--- src/rtl/dbg_mem_arb.sv ---
`timescale 1ns/1ps
// Two-port (core/debug) arbiter onto one synchronous RAM; tie policy set by DBG_MEM_ARB_RR_EN.
// Latency: request sampled at edge N -> mem_cs in cycle N+1 -> ack in cycle N+2; one access per 3 cycles.
// Backpressure: requesters hold cs until their one-cycle ack; a losing requester simply waits in IDLE.
module dbg_mem_arb (
    input  logic        clk,
    input  logic        reset,
    input  logic        cpu_cs,
    input  logic [15:0] cpu_addr,
    input  logic        cpu_r,
    input  logic [1:0]  cpu_wr,
    input  logic [15:0] cpu_wdata,
    output logic        cpu_ack,
    output logic [15:0] cpu_rdata,
    input  logic        dbg_cs,
    input  logic [15:0] dbg_addr,
    input  logic        dbg_r,
    input  logic [1:0]  dbg_wr,
    input  logic [15:0] dbg_wdata,
    output logic [15:0] dbg_rdata,
    output logic [7:0]  status,
    output logic        mem_cs,
    output logic [14:0] mem_addr,
    output logic [1:0]  mem_we,
    output logic [15:0] mem_wdata,
    input  logic [15:0] mem_rdata
);

    typedef enum logic [1:0] {IDLE = 2'd0, ISSUE = 2'd1, ACK = 2'd2} state_t;

    state_t      state, state_n;
    logic        req_any, pick_dbg, gnt_n;
    logic        gnt_dbg, is_read, last_dbg, dbg_ack;
    logic [15:0] cpu_rdata_q, dbg_rdata_q;
    logic [7:0]  status_q, status_n;
    logic        unused_addr_lsb;

    // Byte-address bit 0 has no meaning for a word RAM; byte steering is the requester's job.
    assign unused_addr_lsb = cpu_addr[0] ^ dbg_addr[0];

    // Pick the winner for the next grant; a lone requester always wins.
    always_comb begin
        req_any = cpu_cs | dbg_cs;
`ifdef DBG_MEM_ARB_RR_EN
        pick_dbg = dbg_cs & (~cpu_cs | ~last_dbg);
`else
        pick_dbg = dbg_cs;
`endif
    end

    // FSM state register.
    always_ff @(posedge clk) begin
        if (reset) state <= IDLE;
        else       state <= state_n;
    end

    // FSM next state: IDLE only samples requests, so the cycle after ACK is a fresh arbitration.
    always_comb begin
        state_n = state;
        case (state)
            IDLE:    if (req_any) state_n = ISSUE;
            ISSUE:   state_n = ACK;
            ACK:     state_n = IDLE;
            default: state_n = IDLE;
        endcase
    end

    assign cpu_ack = (state == ACK) & ~gnt_dbg;
    assign dbg_ack = (state == ACK) & gnt_dbg;

    // RAM read data lands in the ACK cycle, so it is forwarded there and held in a register afterwards.
    assign cpu_rdata = (cpu_ack & is_read) ? mem_rdata : cpu_rdata_q;
    assign dbg_rdata = (dbg_ack & is_read) ? mem_rdata : dbg_rdata_q;
    assign status    = status_q;

    // Access registers: latch the winner on grant, drop the strobe after one cycle, capture read data on completion.
    always_ff @(posedge clk) begin
        if (reset) begin
            gnt_dbg     <= 1'b0;
            is_read     <= 1'b0;
            last_dbg    <= 1'b0;
            mem_cs      <= 1'b0;
            mem_addr    <= 15'd0;
            mem_we      <= 2'b00;
            mem_wdata   <= 16'd0;
            cpu_rdata_q <= 16'd0;
            dbg_rdata_q <= 16'd0;
        end else begin
            case (state)
                IDLE: begin
                    if (req_any) begin
                        gnt_dbg   <= pick_dbg;
                        mem_cs    <= 1'b1;
                        mem_addr  <= pick_dbg ? dbg_addr[15:1] : cpu_addr[15:1];
                        mem_we    <= pick_dbg ? dbg_wr : cpu_wr;
                        mem_wdata <= pick_dbg ? dbg_wdata : cpu_wdata;
                        is_read   <= pick_dbg ? (dbg_r & (dbg_wr == 2'b00))
                                              : (cpu_r & (cpu_wr == 2'b00));
                    end
                end
                ISSUE: begin
                    mem_cs <= 1'b0;
                    mem_we <= 2'b00;
                end
                ACK: begin
                    // last_dbg records the most recently completed grant.
                    last_dbg <= gnt_dbg;
                    if (is_read) begin
                        if (gnt_dbg) dbg_rdata_q <= mem_rdata;
                        else         cpu_rdata_q <= mem_rdata;
                    end
                end
                default: ;
            endcase
        end
    end

    // Status computed from next-cycle values so the registered byte lines up with the state it describes.
    always_comb begin
        gnt_n       = (state == IDLE) ? pick_dbg : gnt_dbg;
        status_n    = 8'h00;
        status_n[0] = (state_n != IDLE);
        status_n[1] = (state_n == ACK) & gnt_n;
        status_n[2] = (state == ACK) ? gnt_dbg : last_dbg;
        status_n[3] = cpu_cs & ~cpu_ack & ~((state_n != IDLE) & ~gnt_n);
    end

    // Status register.
    always_ff @(posedge clk) begin
        if (reset) status_q <= 8'h00;
        else       status_q <= status_n;
    end

endmodule
--- config.mk ---
export PLATFORM = sky130hd
export DESIGN_NAME = dbg_mem_arb
export DESIGN_NICKNAME = d
export VERILOG_FILES = /design/src/rtl/dbg_mem_arb.sv
export SDC_FILE = /design/constraint.sdc
export NUM_CORES = 1
export LEC_CHECK = 0
export ABC_AREA = 1
export CORE_UTILIZATION = 30
export DETAILED_ROUTE_END_ITERATION = 10
export PLACE_DENSITY = 0.69
export SLEW_MARGIN = 30
export SYNTH_ARGS = -nofsm -noshare
export SYNTH_HDL_FRONTEND = slang
export SYNTH_SLANG_ARGS = --single-unit
--- constraint.sdc ---
create_clock -name clk -period 1.6 [get_ports clk]
set_input_delay 0.48 -clock clk [delete_from_list [all_inputs] [get_ports clk]]
set_output_delay 0.48 -clock clk [all_outputs]
set_load 0.01 [all_outputs]
# --- Word-level counts from Yosys, hierarchy flattened ---
# Cells that the tools add are included.
word_totals:
  word_cells: 54
  regBits: 79
classes:
  bitwise_logic: 15
  reduce_logical: 9
  n_eq_ne: 4
  n_mux: 14
ops:
  columns: ["cell", "count"]
  rows:
  - ["16-bit two-way mux", 3]
  - ["15-bit two-way mux", 1]
  - ["1-bit bitwise AND", 10]
  - ["2-bit one-hot mux with 2 select lines", 2]
  - ["2-bit logical NOT", 3]
  - ["2-bit two-way mux", 3]
  - ["3-bit AND reduction", 2]
  - ["2-bit equality test (second input constant)", 2]
  - ["1-bit two-way mux", 4]
  - ["1-bit NOT", 4]
  - ["2-bit AND reduction", 2]
  - ["2-bit nonzero test", 2]
  - ["2-bit by 1-bit equality test with 1-bit output (second input constant)", 1]
  - ["2-bit inequality test (second input constant)", 1]
  - ["1-bit one-hot mux with 2 select lines", 1]
  - ["1-bit OR", 1]

# --- Logic depth before layout (Yosys ltp) ---
# Gate-level depths: netlist of run 1.
depth:
  depth_word: 7
  ltp_mapped: 8
  depth_no_buf: 6

# --- Least setup slack after synthesis of run 1 ---
# No wires, ideal clock.
synth_timing:
  path_type: "flip-flop to output port"
  from: "register state[1]"
  to: "output cpu_rdata[5]"
  path_stages_with_launch: 9
  path_slack_ps: 122
  required_ps: 1120
  arrival_ps: 998
  path_cell_list: "dfxtp_1 > inv_2 > nor2_4 > buf_6 > nand2_4 > buf_6 > nand2_1 > nand2_1 > inv_1"
synth_via:
  elab_chain_len: 4
synth_rtl:
  columns: ["item", "line", "rtl"]
  rows:
  - ["start: declaration", "31", "state_t state, state_n;"]
  - ["start signal: assignment", "54", "else state <= state_n;"]
  - ["2-bit equality test", "68", "assign cpu_ack = (state == ACK) & ~gnt_dbg;"]
  - ["1-bit bitwise AND", "68", null]
  - ["1-bit bitwise AND", "72", "assign cpu_rdata = (cpu_ack & is_read) ? mem_rdata : cpu_rdata_q;"]
  - ["16-bit two-way mux", "72", null]
  - ["end: declaration", "14", "output logic [15:0] cpu_rdata,"]
# Every way passes these cells.

# --- Worst setup path in the final report of run 1 ---
layout_timing:
  from: "register state[1]"
  to: "output dbg_rdata[3]"
layout_via:
  elab_chain_len: 4
layout_rtl:
  columns: ["item", "line", "rtl"]
  rows:
  - ["2-bit equality test", "69", "assign dbg_ack = (state == ACK) & gnt_dbg;"]
  - ["1-bit bitwise AND", "69", null]
  - ["1-bit bitwise AND", "73", "assign dbg_rdata = (dbg_ack & is_read) ? mem_rdata : dbg_rdata_q;"]
  - ["16-bit two-way mux", "73", null]
  - ["end: declaration", "20", "output logic [15:0] dbg_rdata,"]
# Every way passes these cells.

==> results.sh, run 1 <==
export IMPL_outcome="finished with violations"
export IMPL_violations="DRC, setup timing"
export IMPL_drt_iter0_drc=199
export IMPL_power_internal_uw=3910
export IMPL_worstSetupStartpointType="flop"
export IMPL_arrival_ps=1570
export IMPL_syn_area_per_cell_um2=6.73
export IMPL_synth_top_family_by_area="simple AND/OR/NAND/NOR gates"
export IMPL_muxShareOfSynthArea_pct=0
export IMPL_r2r_cells=11
export IMPL_die_x_um=111
export IMPL_fin_worst_skew_ps=5.25
export IMPL_drv_slew=0
export IMPL_crit_required_ps=1120
export IMPL_antenna_found_initial=0
export IMPL_crit_path_start="state[1]$_SDFF_PP0_"
export IMPL_ios=165
export IMPL_r2r_end="cpu_rdata_q[0]$_SDFFE_PP0P_"
export IMPL_p_leak_uw=0.00330
export IMPL_first_global_vias=3787
export IMPL_grt_overflow=0
export IMPL_max_stage_delay_ps=340
export IMPL_grt_pass1_wl_um=17700
export IMPL_critPathMaxFanout=7
export IMPL_clock_sinks=74
export IMPL_wl_per_cell_um=13.0
export IMPL_fin_tns_setup_ps=-12330
export IMPL_synth_xor_xnor_area_share_pct=0
export IMPL_yosysUniqueCellTypes=23
export IMPL_switching_share_pct=24.9
export IMPL_power_density_nw_per_um2=811
export IMPL_finalNonFillerCells=896
export IMPL_dpl_cell_area_um2=5540
export IMPL_initial_utilization_pct=31.0
export IMPL_place_hpwl_um=7750
export IMPL_crit_chain="inv_2, nor2_4, nand2_4, buf_16, buf_12, o21ai_4, inv_2, buf_6"
export IMPL_portBuffers=158
export IMPL_ys_warn_count=0
export IMPL_drc=20
export IMPL_finalCritPeriodShare_pct=128
export IMPL_dpl_cell_count=851
export IMPL_nets=838
export IMPL_clk_insertion_delay_late_ps=330
export IMPL_seqPwrFrac_pct=38.2
export IMPL_cts_buffers=9
export IMPL_grtUsageTotal_pct=18.2
export IMPL_yosysSeqAreaShare_pct=41.5
export IMPL_nFillCells=1065
export IMPL_cts_buffer_depth=2
export IMPL_synth_area_um2=3570
export IMPL_final_area_um2=6420
export IMPL_pwr_share_clk_pct=41.2
export IMPL_dieArea_um2=12300
export IMPL_rsz0062_at_grt="true"
export IMPL_synthToLayoutAreaGrowth_pct=80.1
export IMPL_total_power_uw=5210
export IMPL_synthCells=530
export IMPL_die_h_um=111
export IMPL_viasPerCell=4.40
export IMPL_synth_simple_area_share_pct=34.2
export IMPL_combPwrFrac_pct=20.6
export IMPL_root_buffer="clkbuf_16"
export IMPL_crit_slowest_cell="dfxtp_2"
export IMPL_synthAdderAreaFrac_pct=0
export IMPL_routabilityCongestion=0.828
export IMPL_row_count=39
export IMPL_finalWorstSetupSlack_ps=-450
export IMPL_drive_gt1_share_pct=29.5
export IMPL_antenna_cells=0
export IMPL_grt_max_degree=41
export IMPL_cts_tree="built"
export IMPL_layout_min_cycle_time_ps=2050
export IMPL_clk_pin_slew_ps=50
export IMPL_final_antenna_net_count=0
export IMPL_ys_ff_latch=74
export IMPL_p_sw_uw=1300
export IMPL_hold_violations=0
export IMPL_crit_path_end="dbg_rdata[3]"
export IMPL_drt_wl_total_um=11600
export IMPL_crit_path_end_kind="output port"
export IMPL_synth_compound_area_share_pct=9.26
export IMPL_vdd_drop_max_mv=0.415
export IMPL_finalSetupViolCount=33
export IMPL_cts_htree_levels=3
export IMPL_cap_viol_max_count=0
export IMPL_r2r_slack_ps=120
export IMPL_hp_class="flop to flop"
export IMPL_num_vias=3939
export IMPL_reg2reg_from="state[1]$_SDFF_PP0_"
export IMPL_coreArea_um2=11500
export IMPL_max_freq_ghz=0.488
export IMPL_critical_path_class="flop to output port"
export IMPL_crit_path_frequent_cell="inv_2"
export IMPL_drt_first_pass_iters=8
-- synth_stat cells, drive strengths merged --
library cell,count,area share (%)
dfxtp,74,42
nand2,226,24
nor3,1,0.14
buf,28,6.3
nand3b,16,3.4
nor2,43,5.4
nand3,5,0.70
conb,1,0.11
clkbuf,5,0.53
a21oi,34,4.8
nand4,1,0.18
inv,76,8.1
o21ai,20,4.5
-- worst min-delay path by stage --
stage	startpoint	to	cells past startpoint
after floorplan	status[2]$_SDFFE_PP0N_	status[2]$_SDFFE_PP0N_	2
after global placement	mem_wdata[12]$_SDFFE_PP0P_	mem_wdata[12]$_SDFFE_PP0P_	2
after detailed placement	mem_addr[6]$_SDFFE_PP0P_	mem_addr[6]$_SDFFE_PP0P_	2
after CTS	mem_wdata[12]$_SDFFE_PP0P_	mem_wdata[12]$_SDFFE_PP0P_	2
after global routing	mem_addr[5]$_SDFFE_PP0P_	mem_addr[5]$_SDFFE_PP0P_	2
final	mem_wdata[12]$_SDFFE_PP0P_	mem_wdata[12]$_SDFFE_PP0P_	2
-- worst max-delay path: cells and delay by family (launching register included) --
| family | cells | cell delay (ps) |
|---|---|---|
| flip-flops | 1 | 340 |
| AO/OA/AOI/OAI | 1 | 140 |
| buffers and inverters | 5 | 520 |
| AND/OR/NAND/NOR | 2 | 230 |
-- timing repair --
| action | 4_1_cts | 5_1_grt |
|---|---|---|
| buffers inserted | 19 | 15 |
| setup endpoints to repair | 71 | 40 |
| pin swaps | 10 | 27 |
| cloned | 2 | 3 |
| hold buffers | 0 | 0 |
| resized for setup | 145 | 156 |
-- flip-flops by register name (all words and copies together) (netlist names) --
signal,flops
mem_wdata,16
state,2
mem_addr,15
gnt_dbg,1
status,4
is_read,1
mem_cs,1
dbg_rdata_q,16
cpu_rdata_q,16
mem_we,2
-- area by class of cell --
type / count / area [µm²] / share of cell area, %
repair buffers: 236 / 2280 / 35.5
well taps: 143 / 179 / 2.78
clock inverters: 5 / 77.6 / 1.21
multi-input cells: 351 / 1870 / 29.1
flip-flops and latches: 74 / 1490 / 23.2
inverters: 76 / 288 / 4.48
clock buffers: 11 / 243 / 3.78
-- per-stage QoR --
| step | hold WS [ps] | util [%] | setup slack [ps] |
|---|---|---|---|
| after detailed placement | 454 | 48.1 | -663 |
| after global placement | 450 | 48.1 | -625 |
| after global routing | 475 | 55.8 | -518 |
| after CTS | 459 | 52.1 | -539 |
| after floorplan | 477 | - | 122 |
| final | 458 | 55.8 | -450 |
-- cells in the final DEF (no fill, tap or decap), types with 2 or more instances in the layout --
cell type and n:
dlygate4sd2_1 38, buf_4 54, buf_2 12, nand2_2 30, o21ai_0 3, nand2_4 16, buf_6 25, buf_8 2
o21ai_4 12, inv_2 18, nor2_4 3, clkdlybuf4s50_1 85, nor2_1 35, conb_1 4, clkinv_2 2, nand2_8 2
o21ai_2 4, inv_1 57, clkbuf_16 11, clkbuf_2 6, dfxtp_2 3, nand3b_1 16, a21oi_1 34, buf_12 10
bufinv_16 2, nand2_1 179, nor2_2 5, nand3_1 5, dfxtp_1 70
-- power by group through the flow --
stage / Sequential [µW] / Combinational (µW) / Clock [µW]
global route: 2000 / 1180 / 2310
finish: 1990 / 1070 / 2150
detailed placement: 2030 / 1020 / 0
floorplan: 2060 / 411 / 0
CTS: 1990 / 1030 / 2210
global placement: 2030 / 1010 / 0
-- metal layers --
| layer | GRT usage [%] | share of wire (%) |
|---|---|---|
| met3 | 7.00 | 8.7 |
| met4 | 6.31 | 0.73 |
| met1 | 19.0 | 40 |
| met5 | 0 | 0 |
| met2 | 33.2 | 51 |
-- cells by family (layout without fill, tap and decap cells) --
logic type | Yosys count | count (layout)
other | 1 | 4
buffers and inverters | 109 | 328
and+or+nand+nor | 292 | 293
AOI/OAI and AO/OA | 54 | 54
DFF | 74 | 74
(Power assumes the default switching activity.)
==> inputs of run 2 (changes only) <==
Settings changed: CORE_MARGIN set to 4.
==> run 2 against run 1 <==
  * The run ends with setup timing left
  * Global-route usage fell by 0.68 points
  * Critical path depth rose by 2
  * Non-clock buffer count rose by 15
  * Core utilization rose by 0.90 points
  * Clock power fell by 11%
  * Clock skew fell by 1.3 ps
  * Via count rose by 2.2%
  * Clock-buffer cell count rose by 3
  * First-iteration DRC count fell by 28%
  * Flip-flop and latch count did not move
  * Design area rose by 1.6%
  * Worst setup slack got worse by 16 ps
  * Critical endpoint is now cpu_rdata[4]
  * Highest routed layer unchanged
==> results.sh, run 2 (synthesis gave the netlist of run 1 again) <==
export IMPL_grt_max_degree=35
export IMPL_reg2reg_from="state[1]$_SDFF_PP0_"
export IMPL_arrival_ps=1590
export IMPL_nets=853
export IMPL_cap_viol_max_count=0
export IMPL_drc=0
export IMPL_viasPerCell=4.42
export IMPL_r2r_cells=15
export IMPL_place_hpwl_um=8120
export IMPL_drive_gt1_share_pct=30.7
export IMPL_finalSetupViolCount=35
export IMPL_clk_pin_slew_ps=50
export IMPL_grt_pass1_wl_um=18800
export IMPL_wl_met1_um=4770
export IMPL_final_antenna_net_count=0
export IMPL_finalCritPeriodShare_pct=129
export IMPL_fin_worst_skew_ps=3.93
export IMPL_p_leak_uw=0.00333
export IMPL_num_vias=4027
export IMPL_highest_layer="met4"
export IMPL_hp_start="mem_addr[11]$_SDFFE_PP0P_"
export IMPL_max_freq_ghz=0.484
export IMPL_wl_per_cell_um=13.5
export IMPL_hp_class="flop to flop"
export IMPL_register_area_um2=1490
export IMPL_synthToLayoutAreaGrowth_pct=83.0
export IMPL_outcome="finished with violations"
export IMPL_die_x_um=117
export IMPL_cts_htree_levels=3
export IMPL_root_buffer="clkbuf_16"
export IMPL_rsz0062_at_grt="true"
export IMPL_finalWorstSetupSlack_ps=-466
export IMPL_drt_first_pass_iters=4
export IMPL_ios=165
export IMPL_crit_path_end_kind="output port"
export IMPL_drv_slew=0
export IMPL_top_regs="cpu_rdata_q (16), dbg_rdata_q (16), mem_wdata (16)"
export IMPL_grtUsageTotal_pct=17.6
export IMPL_layout_common_cells="179 x nand2_1, 86 x clkdlybuf4s50_1, 71 x dfxtp_1"
export IMPL_wl_met2_um=6040
export IMPL_crit_required_ps=1120
export IMPL_clock_sinks=74
export IMPL_violations="setup timing"
export IMPL_drt_iter0_drc=144
export IMPL_dr_wl_met3_um=1240
export IMPL_antenna_found_initial=0
export IMPL_multi_input_area_um2=1890
export IMPL_first_global_vias=3999
export IMPL_antenna_cells=0
export IMPL_routabilityCongestion=0.825
export IMPL_dieArea_um2=13700
export IMPL_grt_overflow=0
export IMPL_utilization_pct=56.7
export IMPL_initial_utilization_pct=31.0
export IMPL_coreArea_um2=11500
export IMPL_cts_tree="built"
export IMPL_clk_insertion_delay_late_ps=330
export IMPL_critPathMaxFanout=8
export IMPL_cts_buffers=9
export IMPL_layout_min_cycle_time_ps=2070
export IMPL_r2r_slack_ps=-260
export IMPL_whs_path_depth=2
export IMPL_row_count=39
export IMPL_cts_buffer_depth=2
export IMPL_critical_path_class="flop to output port"
export IMPL_power_density_nw_per_um2=765
export IMPL_nFillCells=1080
export IMPL_r2r_end="cpu_rdata_q[0]$_SDFFE_PP0P_"
export IMPL_hold_violations=0
export IMPL_worstSetupStartpointType="flop"
export IMPL_portBuffers=158
export IMPL_drt_wl_total_um=12300
export IMPL_ctsHoldBuffers=0
export IMPL_die_h_um=117
export IMPL_whs_ps=456
export IMPL_whs_endpoint="mem_addr[11]$_SDFFE_PP0P_"
export IMPL_layout_commonest_cell="nand2_1"
export IMPL_vdd_drop_max_mv=0.414
==> run 2: changes by cell type in the layout (fill, tap and decap cells not counted), moves of 4 or more <==
cell / delta
buf_6: +12
buf_4: +7
nand2_4: -7
clkbuf_2: -6
nand2_2: +6
buf_2: +5
buf_12: -4
o21ai_2: -4
o21ai_4: +4
==> run 2: worst max path at each step <==
stage	from	endpoint	slack [ps]	depth (start not counted)
4_1_cts	state[1]$_SDFF_PP0_	cpu_rdata_q[0]$_SDFFE_PP0P_	-460	16
5_1_grt	state[1]$_SDFF_PP0_	cpu_rdata[4]	-540	10
3_5_place_dp	mem_rdata[4]	cpu_rdata[4]	-650	5
3_3_place_gp	mem_rdata[14]	cpu_rdata[14]	-640	5
6_report	state[1]$_SDFF_PP0_	cpu_rdata[4]	-470	10
2_1_floorplan	state[1]$_SDFF_PP0_	cpu_rdata[5]	120	8
==> run 2: repair_timing <==
| item | CTS | global route |
|---|---|---|
| endpoints found under the setup margin | 71 | 35 |
| setup buffers | 33 | 11 |
| cloned | 4 | 0 |
| resized for setup | 246 | 68 |
| hold endpoints to repair | 0 | 0 |
| pin swaps | 18 | 23 |
==> run 2: routing by layer <==
metal | GRT usage (%) | vias to the layer above
li1 | - | 2046
met1 | 18.7 | 1801
met2 | 31.5 | 158
met3 | 7.51 | 22
met4 | 5.20 | 0
met5 | 0 | -
==> run 2: where the power goes <==
part	internal, µW	total, µW	switching, µW
Sequential	1940	1990	45.8
Combinational	579	1100	520
Clock	1170	1910	733
Total	3690	4990	1300
==> run 2: through the flow <==
stage	setup slack [ps]	power (µW)	TNS, ps	area, µm²	cells
5_1_grt	-544	5250	-16710	6530	911
3_5_place_dp	-653	3050	-24430	5530	852
4_1_cts	-458	5020	-14240	6230	903
2_1_floorplan	122	2480	0	3580	533
3_3_place_gp	-645	3030	-23600	5530	852
6_report	-466	4990	-13690	6530	911
==> run 2: final cells by class <==
type | instances | area share (%)
clock inverter | 2 | 0.153
tap | 143 | 2.74
timing repair buffer | 251 | 36.8
clock buffer | 14 | 4.20
multi-input combinational | 351 | 29.0
sequential | 74 | 22.7
inverter | 76 | 4.41
==> run 2: critical path, cell delays in order, from the launching register on <==
cell,delay [ps]
dfxtp_2,340
inv_2,50
nor2_4,110
buf_12,130
buf_8,130
nand2_8,90
buf_6,140
nand2_4,60
nand2_4,50
inv_2,50
buf_6,100
==> inputs of run 3 (changes only) <==
--- a/config.mk
+++ b/config.mk
@@ -8,2 +8,3 @@
 export ABC_AREA = 1
+export ABC_CLOCK_PERIOD_IN_PS = 2000
 export CORE_MARGIN = 4
==> constraint.sdc (replaced) <==
create_clock -name clk -period 2 [get_ports clk]
set_input_delay 0.3 -clock clk [delete_from_list [all_inputs] [get_ports clk]]
set_output_delay 0.3 -clock clk [all_outputs]
set_load 0.01 [all_outputs]
==> run 3 against run 2 <==
  * Global-route usage is 1.6 points lower
  * Clock skew decreased by 1.0 ps
  * First-iteration DRC count down 15%
  * Largest power group unchanged
  * Total power down 24%
  * Clock power shrank 24%
  * Sequential share of layout area increased by 4.2 points
  * Largest cell class unchanged
  * The run now ends clean
  * Critical path depth fell by 3
  * Non-clock buffer count decreased by 78
  * Routed wire length decreased by 14%
  * Highest routed layer unchanged
  * Combinational power decreased by 32%
  * Worst setup slack gained 540 ps
  * Die area unchanged
==> results.sh, run 3 (synthesis gave the netlist of run 1 again) <==
export IMPL_fin_worst_skew_ps=2.88
export IMPL_finalSetupViolCount=0
export IMPL_clk_insertion_delay_late_ps=330
export IMPL_hold_violations=0
export IMPL_grtUsageTotal_pct=15.9
export IMPL_die_x_um=117
export IMPL_viasPerCell=4.43
export IMPL_layout_common_cells="221 x nand2_1, 124 x clkdlybuf4s50_1, 74 x inv_1"
export IMPL_cap_viol_max_count=0
export IMPL_critPathMaxFanout=16
export IMPL_finalNonFillerCells=829
export IMPL_cts_htree_levels=3
export IMPL_clock_sinks=74
export IMPL_drc=0
export IMPL_place_hpwl_um=7850
export IMPL_row_count=39
export IMPL_nFillCells=1143
export IMPL_clk_pin_slew_ps=50
export IMPL_hp_class="input port to flop"
export IMPL_crit_required_ps=1700
export IMPL_rsz0062_at_grt="true"
export IMPL_layout_commonest_cell="nand2_1"
export IMPL_finalCritPeriodShare_pct=96.1
export IMPL_num_vias=3675
export IMPL_grt_pass1_wl_um=17000
export IMPL_antenna_found_initial=0
export IMPL_layout_min_cycle_time_ps=1920
export IMPL_initial_utilization_pct=31.0
export IMPL_worstSetupStartpointType="flop"
export IMPL_grt_max_degree=38
export IMPL_first_global_vias=3637
export IMPL_wl_per_cell_um=12.7
export IMPL_crit_path_end_kind="output port"
export IMPL_max_freq_ghz=0.520
export IMPL_dieArea_um2=13700
export IMPL_final_area_um2=5530
export IMPL_power_density_nw_per_um2=688
export IMPL_drv_slew=0
export IMPL_drt_first_pass_iters=4
export IMPL_p_leak_uw=0.00284
export IMPL_outcome="finished clean"
export IMPL_coreArea_um2=11500
export IMPL_final_antenna_net_count=0
export IMPL_register_area_um2=1490
export IMPL_drt_wl_total_um=10600
export IMPL_portBuffers=158
export IMPL_die_h_um=117
export IMPL_ctsHoldBuffers=0
export IMPL_routabilityCongestion=0.833
export IMPL_nets=774
export IMPL_antenna_cells=0
export IMPL_grt_overflow=0
export IMPL_vdd_drop_max_mv=0.365
export IMPL_critical_path_class="flop to output port"
export IMPL_drt_iter0_drc=123
export IMPL_drive_gt1_share_pct=9.33
export IMPL_whs_ps=358
export IMPL_cts_tree="built"
export IMPL_cts_buffers=9
export IMPL_dpl_cell_count=810
export IMPL_fin_tns_setup_ps=0
export IMPL_multi_input_area_um2=1600
export IMPL_cts_buffer_depth=2
export IMPL_synthToLayoutAreaGrowth_pct=55.0
export IMPL_dpl_cell_area_um2=5190
export IMPL_arrival_ps=1620
export IMPL_top_regs="cpu_rdata_q (16), dbg_rdata_q (16), mem_wdata (16)"
export IMPL_root_buffer="clkbuf_16"
export IMPL_ios=165
[run 3: changes by cell type in the layout (fill, tap and decap cells not counted), sizes merged, moves of 2 or more]
cell and delta:
buf -111, clkdlybuf4s50 +38, dlygate4sd2 -14, clkdlybuf4s15 +5, clkbuf +3, clkinv -2
[run 3: path summary, 6_finish.rpt]
path,from,to,slack [ps],cells after the start
max,state[1]$_SDFF_PP0_,dbg_rdata[4],80,7
min,reset,gnt_dbg$_SDFFE_PP0P_,360,4
max reg2reg,state[1]$_SDFF_PP0_,cpu_rdata_q[0]$_SDFFE_PP0P_,740,9
min reg2reg,mem_wdata[15]$_SDFFE_PP0P_,mem_wdata[15]$_SDFFE_PP0P_,460,2
[run 3: critical path, stage by stage, from the launching register on]
cell and delay [ps]:
dfxtp_2 330, inv_2 50, nor2_4 130, nand2_4 100, buf_16 180, o21ai_2 150
inv_1 70, dlygate4sd2_1 280
[run 3: cell type report]
cell class | count | area share [%]
sequential | 74 | 26.9
timing repair buffer | 173 | 31.0
multi-input combinational | 350 | 29.0
tap | 143 | 3.24
inverter | 76 | 5.20
clock buffer | 13 | 4.71
[run 3: repair_timing]
action,in CTS,in global routing
pin swaps,1,3
endpoints found under the setup margin,33,25
gates resized for setup,41,20
cloned,1,0
buffers inserted,4,1
[run 3: through the flow]
step	setup slack (ps)	power [µW]	util, %
3_3_place_gp	91.9	2370	45.1
5_1_grt	-15.0	4010	48.0
2_1_floorplan	702	1980	-
3_5_place_dp	79.5	2380	45.1
6_report	78.3	3800	48.0
4_1_cts	-9.81	3860	47.7
[run 3: power by group]
group          switching, µW  internal (µW)  total [µW]
Combinational            359            391         750
Sequential              41.4           1560        1600
Clock                    570            887        1460
[run 3: layer usage]
metal | GRT usage [%] | wire (µm) | vias up
li1 | - | - | 1884
met1 | 17.5 | 4400 | 1635
met2 | 26.8 | 4880 | 139
met3 | 6.22 | 1010 | 17
met4 | 8.18 | 269 | 0
met5 | 0 | 0 | -
